`config.mk`:
```
export PLATFORM = sky130hd
export DESIGN_NAME = mole_game_ctrl
export DESIGN_NICKNAME = d
export VERILOG_FILES = /design/src/rtl/mole_game_ctrl.sv
export SDC_FILE = /design/constraint.sdc
export NUM_CORES = 1
export LEC_CHECK = 0
export BUFFER_PORTS_ARGS = -buffer_cell sky130_fd_sc_hd__buf_4
export CAP_MARGIN = 25
export CORE_MARGIN = 4
export CORE_UTILIZATION = 50
export CTS_CLUSTER_DIAMETER = 200
export DETAILED_ROUTE_END_ITERATION = 12
export GPL_TIMING_DRIVEN = 0
export PLACE_DENSITY = 0.68
export SLEW_MARGIN = 25
export SYNTH_ARGS = -nofsm -noshare
export SYNTH_HDL_FRONTEND = slang
export SYNTH_SLANG_ARGS = --single-unit
```
`constraint.sdc`:
```
create_clock -name clk -period 5.35 [get_ports clk]
set_input_delay 1.07 -clock clk [delete_from_list [all_inputs] [get_ports clk]]
set_output_delay 1.07 -clock clk [all_outputs]
set_load 0.01 [all_outputs]
```
`src/rtl/mole_game_ctrl.sv`:
```
// Multi-target reaction game: lights one pseudo-random target per round and
// scores synchronised, edge-detected active-low button presses against it.
module mole_game_ctrl #(
  parameter int          N_MOLES    = 4,
  parameter int          UP_CYCLES  = 50000000,
  parameter int          GAP_CYCLES = 25000000,
  parameter int          ROUNDS     = 16,
  parameter int          SCORE_W    = 8,
  parameter logic [15:0] LFSR_SEED  = 16'hACE1
) (
  input  logic                         clk,
  input  logic                         rst_n,
  input  logic                         start,
  input  logic [N_MOLES-1:0]           hit_n,
  output logic [N_MOLES-1:0]           mole,
  output logic [SCORE_W-1:0]           hits,
  output logic [SCORE_W-1:0]           misses,
  output logic [$clog2(ROUNDS+1)-1:0]  round_idx,
  output logic                         busy,
  output logic                         game_over,
  output logic                         hit_pulse,
  output logic                         miss_pulse
);

  localparam int          IW   = (N_MOLES > 1) ? $clog2(N_MOLES) : 1;
  localparam int          RW   = $clog2(ROUNDS + 1);
  localparam int          MAXC = (UP_CYCLES > GAP_CYCLES) ? UP_CYCLES : GAP_CYCLES;
  localparam int          TW   = $clog2(MAXC + 1);
  localparam logic [15:0] SEED = (LFSR_SEED == 16'h0000) ? 16'h0001 : LFSR_SEED;
  // Galois feedback mask for x^16 + x^14 + x^13 + x^11 + 1 (right-shifting)
  localparam logic [15:0] TAPS = 16'hB400;
  localparam logic [N_MOLES-1:0] ONE = N_MOLES'(1);

  typedef enum logic [1:0] {S_IDLE, S_GAP, S_UP, S_DONE} state_t;

  state_t               state, state_n;
  logic [N_MOLES-1:0]   sync1, sync2, prev, press;
  logic [15:0]          lfsr, lfsr_n;
  logic [TW-1:0]        timer, timer_n;
  logic [IW-1:0]        last_idx, last_idx_n, cand, pick;
  logic [N_MOLES-1:0]   mole_n;
  logic [SCORE_W-1:0]   hits_n, misses_n;
  logic [RW-1:0]        round_n;
  logic                 hit_pulse_n, miss_pulse_n;

  // Buttons idle high, so the synchroniser resets released to avoid a phantom press
  always_ff @(posedge clk or negedge rst_n) begin
    if (!rst_n) begin
      sync1 <= '1;
      sync2 <= '1;
      prev  <= '1;
    end else begin
      sync1 <= hit_n;
      sync2 <= sync1;
      prev  <= sync2;
    end
  end

  assign press  = prev & ~sync2;
  assign lfsr_n = (state == S_IDLE) ? lfsr
                                    : ({1'b0, lfsr[15:1]} ^ (lfsr[0] ? TAPS : 16'h0000));
  assign cand   = IW'(lfsr % 16'(N_MOLES));
  // Bump a repeated candidate to the next target so no target lights twice in a row
  assign pick   = (cand != last_idx)           ? cand :
                  (cand == IW'(N_MOLES - 1))   ? '0   : cand + 1'b1;

  always_comb begin
    state_n      = state;
    timer_n      = timer;
    last_idx_n   = last_idx;
    mole_n       = '0;
    hits_n       = hits;
    misses_n     = misses;
    round_n      = round_idx;
    hit_pulse_n  = 1'b0;
    miss_pulse_n = 1'b0;
    case (state)
      S_IDLE, S_DONE: begin
        if (start) begin
          hits_n   = '0;
          misses_n = '0;
          round_n  = '0;
          timer_n  = '0;
          state_n  = S_GAP;
        end
      end
      S_GAP: begin
        if (timer == TW'(GAP_CYCLES - 1)) begin
          last_idx_n = pick;
          mole_n     = ONE << pick;
          timer_n    = '0;
          state_n    = S_UP;
        end else begin
          timer_n = timer + 1'b1;
        end
      end
      S_UP: begin
        mole_n = mole;
        // A press on the final lit cycle is checked first, so it beats the timeout
        if (press[last_idx] || (timer == TW'(UP_CYCLES - 1))) begin
          mole_n  = '0;
          timer_n = '0;
          round_n = round_idx + 1'b1;
          if (press[last_idx]) begin
            hits_n      = (&hits) ? hits : hits + 1'b1;
            hit_pulse_n = 1'b1;
          end else begin
            misses_n     = (&misses) ? misses : misses + 1'b1;
            miss_pulse_n = 1'b1;
          end
          state_n = (round_n == RW'(ROUNDS)) ? S_DONE : S_GAP;
        end else begin
          timer_n = timer + 1'b1;
        end
      end
      default: state_n = S_IDLE;
    endcase
  end

  always_ff @(posedge clk or negedge rst_n) begin
    if (!rst_n) begin
      state      <= S_IDLE;
      lfsr       <= SEED;
      timer      <= '0;
      last_idx   <= IW'(N_MOLES - 1);
      mole       <= '0;
      hits       <= '0;
      misses     <= '0;
      round_idx  <= '0;
      hit_pulse  <= 1'b0;
      miss_pulse <= 1'b0;
      busy       <= 1'b0;
      game_over  <= 1'b0;
    end else begin
      state      <= state_n;
      lfsr       <= lfsr_n;
      timer      <= timer_n;
      last_idx   <= last_idx_n;
      mole       <= mole_n;
      hits       <= hits_n;
      misses     <= misses_n;
      round_idx  <= round_n;
      hit_pulse  <= hit_pulse_n;
      miss_pulse <= miss_pulse_n;
      busy       <= (state_n == S_GAP) || (state_n == S_UP);
      game_over  <= (state_n == S_DONE);
    end
  end

endmodule

```
* Yosys cells after proc, flatten, opt, wreduce, memory -nomap -nowiden *
Cells that the tools add are included.

operators by class
  reductions and logical operators = 11
  $add $sub $neg = 5
  $lt $le $gt $ge = 1
  bitwise logic cells = 3
  eq/ne operators = 17
  muxes and demuxes = 35
  shift operators = 1

operators with widths
  cell                                                               number
  26-bit two-way mux                                                 3
  26-bit case mux with 3 select lines                                1
  8-bit two-way mux                                                  7
  8-bit case mux with 2 select lines                                 2
  26-bit by 1-bit adder with 26-bit output, second input constant    1
  26-bit by 25-bit == test with 1-bit output, second input constant  1
  26-bit == test, second input constant                              1
  8-bit by 1-bit adder with 8-bit output, second input constant      2
  16-bit two-way mux                                                 1
  8-bit AND reduction                                                2
  15-bit by 16-bit bitwise XOR with 16-bit output                    1
  2-bit two-way mux                                                  6
  2-bit != test, second input constant                               6
  2-bit == test, second input constant                               5
  5-bit two-way mux                                                  2
  5-bit case mux with 2 select lines                                 1
  5-bit AND reduction                                                2
  4-bit two-way mux                                                  2
  4-bit case mux with 2 select lines                                 1
  1-bit two-way mux                                                  7
  2-bit case mux with 3 select lines                                 1
  5-bit by 1-bit adder with 5-bit output, second input constant      1
  5-bit == test, second input constant                               1
  4-bit AND                                                          1
  other kinds (13)                                                   15

storage, ports and cells
  output and inout bits = 29
  word-level logic and storage cells = 88
  input bits = 7
  flip-flop bits (word level) = 87

* Logic depth before layout (Yosys ltp) *
Gate-level depths: netlist of the first run.

  word-level depth = 9
  depth in mapped cells = 9
  mapped depth without buffers = 7

* Worst setup path after synthesis of the first run *
OpenSTA, ideal clock, no wires.

  path kind = reg2reg
  from = register timer[9]
  to = register busy
  period minus slack after synthesis = 2.620 ns
  setup time = 0.126 ns
  buffers on the path = 3
  data required time = 5.224 ns
  slack = 2.730 ns
  data arrival time = 2.494 ns
  cell stages (with the launch flop) = 10
  path through = dfrtp_1 buf_2 or4_1 or4_1 buf_2 o211a_1 clkbuf_1 o21ai_0 a31oi_1 ha_1

on the way
  longest elaborated chain between the ends = 6
  elaborated cells on any way between the ends = 9
  those cells by class = eq/ne: 4; mux: 3; reduce/logical: 2

ends and longest elaborated chain
  element                                                                    line  text
  from (decl)                                                                39    logic [TW-1:0] timer, timer_n;
  from (signal assigned)                                                     137   timer <= timer_n;
  26-bit == test                                                             100   if (press[last_idx] || (timer == TW'(UP_CYCLES - 1))) begin
  1-bit logical OR                                                           100
  2-bit two-way mux                                                          100
  2-bit case mux with 3 select lines (*)                                     77    case (state)
  2-bit by 1-bit == test with 1-bit output or 2-bit == test (tied branches)  145   busy <= (state_n == S_GAP) || (state_n == S_UP);
  1-bit logical OR (*)                                                       145
  to (signal assigned)                                                       145
  to (decl)                                                                  19    output logic busy,

Every way passes the cells marked *; elsewhere a longest branch is shown, timed or not.
A chain may end at the register's enable or synchronous reset.

* Final worst setup path of the first run *
Ends and elaborated chain as after synthesis.

==> results_dict.tcl, run 1 <==
set metrics [dict create \
    rr_worst_depth 9 \
    fp-row-count 35 \
    synth_cells 502 \
    synth-async-reset-ratio_pct 100.0 \
    setup_violations 0 \
    fillers 801 \
    cp_max_fo 10 \
    hold_end "sync2[1]" \
    first_pass_iters 5 \
    drive_above_1_share_pct 18.81 \
    post-route-period-util_pct 54.99 \
    cp_cell_sequence "buf_2 -> or4_1 -> or4_1 -> buf_2 -> o211a_1 -> clkbuf_1 -> o21ai_0 -> a31oi_1 -> ha_1" \
    wl_per_cell_um 16.39 \
    fmax_mhz 339.9 \
    ff2ff_setup_slack_ps 2410 \
    max_stage_delay_ps 500 \
    final.min_clock_period_ps 2942 \
    ant_nets 0 \
    coreArea_um2 9240 \
    io_buffers 35 \
    htreeDepth 3 \
    antenna_cells 0 \
    timing.critical_path.buf_inv 3 \
    synth_seq_area_share_pct 46.25 \
    route.detailed.drc 0 \
    crit_family "simple AND/OR/NAND/NOR gates" \
    final_nets 565 \
    worstPathRequired_ps 5600 \
    routed_via_density 6.070 \
    slowest_stage "or4_1" \
    numCtsBuffers 9 \
    hpwl_um 7776 \
    routabilityCongestion 0.8696 \
    totalWireLength_um 11180 \
    rr_startpoint "timer[9]" \
    insertion_delay_ps 360 \
    synth_warnings 0 \
    worstMarginPinSlew_ps 785.5 \
    final_max_slew_viol_count 0 \
    ys_types 55 \
    hold_path_depth 0 \
    rsz0062_at_grt "false" \
    grt_pass1_vias 3979 \
    fin_skew_ps 4.760 \
    crit_type "register to register" \
    maxCapViolCount 0 \
    holdWs_ps 360.8 \
    cts_tree "done" \
    startpoint_type "register" \
    start_util_pct 51.59 \
    powerDensity_nw_per_um2 292.6 \
    p_leak_nw 2.202 \
    path_clk_slew_ps 100 \
    synth_edf_count 0 \
    grt_overflow_total 0 \
    worstHoldStart "sync1[1]" \
    dp_slack_ps 2452 \
    relSlewSlack_pct 47.23 \
    grt_usage_pct 20.72 \
    postSynthAreaPerCell_um2 9.496 \
    syn_to_final_growth_pct 13.28 \
    vdd_ir_drop_max_mv 0.1929 \
    r2r_end "busy" \
    finalSetupTns_ps 0 \
    ys.flop_type "dfrtp_1" \
    final_area_um2 5400 \
    setup_slack_ps 2408 \
    grt_pass1_wl_um 19060 \
    num_vias 4140 \
    min_path_type "register to register" \
    io_pins 36 \
    post-cts-setup-buffer-count 0 \
    syn_area_um2 4767 \
    grt_max_degree 88 \
    die_area_um2 11160 \
    cp-end-kind "register" \
    cts-resized-gates 0 \
    syn_nets 519 \
    antenna_found_initial 0 \
    status "complete, no violations" \
    postCtsHoldBufs 0 \
    clock-sinks 87 \
    die_w_um 105.6 \
    place_area_um2 5201 \
    critical_path_arrival_ps 3190 \
    drtIter0Drc 323 \
    fp.dieH_um 105.6 \
    clock_tree.root_cell "clkbuf_8" \
    hold_violations 0 \
    cts_buffer_depth 2 \
    ys_ff_latch 87 \
]
-- metrics by stage --
stage	total power, mW	instances	util [%]
floorplan	0.9976	502	-
global placement	1.116	666	56.18
detailed placement	1.122	666	56.29
CTS	1.588	682	58.44
global route	1.669	682	58.44
finish	1.580	682	58.44
-- report_power, final --
group          switching (mW)  leakage, nW  internal (mW)
sequential             0.0331         1.13          0.695
combinational           0.277        0.974          0.113
clock                   0.277       0.0985          0.185
-- routing by layer --
metal,up-vias,share of wire [%],GRT usage (%),wire length [µm]
met3,22,5.7,4.348,633
met2,137,48,33.42,5374
li1,1960,-,-,-
met4,0,1.9,7.678,216
met1,2021,44,27.52,4956
met5,-,0,0,0
-- placed cells by master, fill, tap and decap left out, types with 5 or more instances in the layout --
cell type,instances
buf_2,5
nand2_1,59
nor2b_1,10
o2111ai_1,11
inv_1,27
clkbuf_1,25
o221ai_1,9
nor3_1,11
dfstp_2,22
nand4_1,16
xnor2_1,5
ha_1,10
o211ai_1,26
mux2_2,14
nand2b_1,10
nand3_1,28
or2_2,6
nor2_1,22
a21oi_1,6
nor4_1,8
or4_1,7
o31ai_1,6
buf_4,34
o21ai_0,23
a22oi_1,11
dfrtp_1,65
clkbuf_8,9
and3_1,6
-- synth_stat cells, drive strengths merged, types with 3 or more instances --
master	instances	area share (%)
dfstp	22	12
clkbuf	25	2.0
xnor2	5	0.92
nand2b	10	1.3
or2	6	0.79
a31oi	3	0.39
nand2	59	4.6
nand4	16	2.1
dfrtp	65	34
o211ai	26	4.1
o21ai	24	2.6
nor3	11	1.2
o2111ai	11	2.0
inv	27	2.1
o21a	4	0.63
or4	7	1.1
nor2b	10	1.3
a21oi	6	0.63
o221ai	9	1.7
and4	3	0.55
nor2	23	1.9
mux2	14	3.3
nor4	10	1.4
nor4bb	3	0.63
a22oi	11	1.7
ha	10	2.6
nor3b	3	0.47
and3	6	0.79
o31ai	6	0.94
or3	4	0.52
nand3	28	2.9
buf	5	0.52
and4b	3	0.63
-- registers in the layout, indices dropped and copies added (netlist names) --
| signal | count |
|---|---|
| state | 2 |
| game_over | 1 |
| sync1 | 4 |
| hits | 8 |
| mole | 4 |
| hit_pulse | 1 |
| prev | 4 |
| busy | 1 |
| round_idx | 5 |
| misses | 8 |
| lfsr | 16 |
| sync2 | 4 |
| last_idx | 2 |
| miss_pulse | 1 |
| timer | 26 |
-- worst max path at each step --
stage	startpoint	to	slack, ps	cells past startpoint
floorplan	timer[9]	busy	2730	9
global placement	timer[9]	busy	2480	8
detailed placement	timer[9]	busy	2450	9
CTS	timer[9]	busy	2440	9
global route	timer[0]	busy	2270	9
finish	timer[9]	busy	2410	9
-- area by class of cell --
class | count | area, µm² | area share (%)
repair buffers | 35 | 266.5 | 4.935
inverters | 27 | 101.3 | 1.877
flip-flops and latches | 87 | 2205 | 40.82
multi-input cells | 358 | 2349 | 43.49
clock buffers | 9 | 123.9 | 2.294
plain buffers | 30 | 118.9 | 2.201
well taps | 129 | 161.4 | 2.989
clock inverters | 7 | 75.07 | 1.390
-- logic make-up (layout without fill, tap and decap cells) --
| kind of cell | after synthesis | after routing | share of synthesized area, % |
|---|---|---|---|
| fa+ha+maj | 10 | 10 | 2.625 |
| mux | 18 | 18 | 4.672 |
| buf+inv | 57 | 108 | 4.619 |
| flops | 87 | 87 | 46.25 |
| xor+xnor | 7 | 7 | 1.286 |
| simple gates | 206 | 206 | 22.86 |
| compound gates | 117 | 117 | 17.69 |
Note: power is estimated with default switching activity, not from simulation.
==> inputs of run 2 (changes only) <==
Clock period 5.35 ns to 2.96 ns, I/O delays scaled along.
==> run 2 against run 1 <==
Count of clock-buffer cells in the layout unchanged. Fmax increased by 2.4%. Setup slack got worse by 2300 ps. Critical path type unchanged. Largest power group unchanged.
==> results_dict.tcl, run 2 (synthesis gave the netlist of run 1 again) <==
set metrics [dict create \
    status "complete, no violations" \
    io_buffers 35 \
    layout_common_cells "65 x dfrtp_1, 59 x nand2_1, 34 x buf_4" \
    route.detailed.drc 0 \
    num_vias 4121 \
    ant_nets 0 \
    finalSetupTns_ps 0 \
    crit_type "register to register" \
    grt_pass1_wl_um 19060 \
    min_path_type "input port to asynchronous set/reset pin" \
    maxCapViolCount 0 \
    final_common_cell "dfrtp_1" \
    clock_tree.root_cell "clkbuf_8" \
    routabilityCongestion 0.8696 \
    setup_violations 0 \
    cp-end-kind "register" \
    start_util_pct 51.59 \
    fin_skew_ps 6.304 \
    die_area_um2 11160 \
    antenna_found_initial 0 \
    path_clk_slew_ps 100 \
    worstPathRequired_ps 3210 \
    cts_tree "done" \
    startpoint_type "register" \
    cts_buffer_depth 2 \
    insertion_delay_ps 360 \
    powerDensity_nw_per_um2 529.1 \
    antenna_cells 0 \
    reg_top3 "timer x26, lfsr x16" \
    die_w_um 105.6 \
    finalNonFillerCells 682 \
    hpwl_um 7776 \
    syn_to_final_growth_pct 13.44 \
    postCtsHoldBufs 0 \
    coreArea_um2 9240 \
    largest_reg_flops 26 \
    fmax_mhz 347.9 \
    vdd_ir_drop_max_mv 0.3487 \
    grt_usage_pct 20.72 \
    grt_max_degree 88 \
    dp_cells 666 \
    routed_via_density 6.043 \
    post-route-util_pct 58.52 \
    clock-sinks 87 \
    first_pass_iters 5 \
    drive_above_1_share_pct 18.81 \
    p_leak_nw 2.203 \
    drtIter0Drc 302 \
    wl_per_cell_um 16.38 \
    rr_worst_depth 9 \
    numCtsBuffers 9 \
    cp_max_fo 10 \
    final.min_clock_period_ps 2874 \
    final_nets 565 \
    hold_violations 0 \
    totalWireLength_um 11170 \
    final_max_slew_viol_count 0 \
    worstMarginPinSlew_ps 791.9 \
    io_pins 36 \
    fillers 801 \
    relSlewSlack_pct 46.80 \
    fp.dieH_um 105.6 \
    regMostFlops "timer" \
    post-route-period-util_pct 97.09 \
    critical_path_arrival_ps 3120 \
    grt_overflow_total 0 \
    grt_pass1_vias 3979 \
    htreeDepth 3 \
    rsz0062_at_grt "true" \
    fp-row-count 35 \
]
## run 2: final cells by class
class	instances	area, µm²	share of cell area [%]
Multi-Input combinational cell	358	2356	43.57
Sequential cell	87	2205	40.77
Timing Repair Buffer	35	266.5	4.928
Tap cell	129	161.4	2.985
Clock buffer	9	123.9	2.291
Buffer	30	118.9	2.198
Inverter	27	101.3	1.874
Clock inverter	7	75.07	1.388
## run 2: per-layer routing
metal	track usage, %	vias to the layer above	wire length (µm)
li1	-	1959	-
met1	27.52	2018	4962
met2	33.42	120	5353
met3	4.348	24	608
met4	7.678	0	244
met5	0	-	0
## run 2: stage by stage
step | cell area (µm²) | power, mW | setup WS (ps) | hold WS (ps)
floorplan | 4767 | 1.803 | 340.3 | 296.4
global placement | 5191 | 2.017 | 90.63 | 346.3
detailed placement | 5201 | 2.028 | 61.55 | 347.2
CTS | 5400 | 2.870 | 50.07 | 305.2
global route | 5408 | 3.026 | -44.46 | 300.1
finish | 5408 | 2.861 | 86.01 | 263.1
## run 2: repair_timing
item | CTS | global route
endpoints found under the setup margin | 0 | 8
buffers inserted | 0 | 0
gates resized for setup | 0 | 3
## run 2: path summary, 6_finish.rpt
check / start / to / slack [ps]
max: timer[9] / busy / 90
min: rst_n / misses[2] / 260
max reg2reg: timer[9] / busy / 90
min reg2reg: sync1[1] / sync2[1] / 360
max in group asynchronous: rst_n / timer[21] / 2150
min in group clk: hit_n[3] / sync1[3] / 330
## run 2: power breakdown
part,internal [mW],total (mW),switching [mW]
combinational,0.207,0.711,0.503
sequential,1.26,1.32,0.0603
clock,0.334,0.833,0.499
total,1.80,2.86,1.06
## run 2: worst max-delay path, cell delays in order (launching register included)
cell	delay [ps]
dfrtp_1	360
buf_2	160
or4_1	500
or4_1	400
buf_2	180
o211a_1	250
clkbuf_1	280
o21ai_1	250
a31oi_1	120
ha_1	280
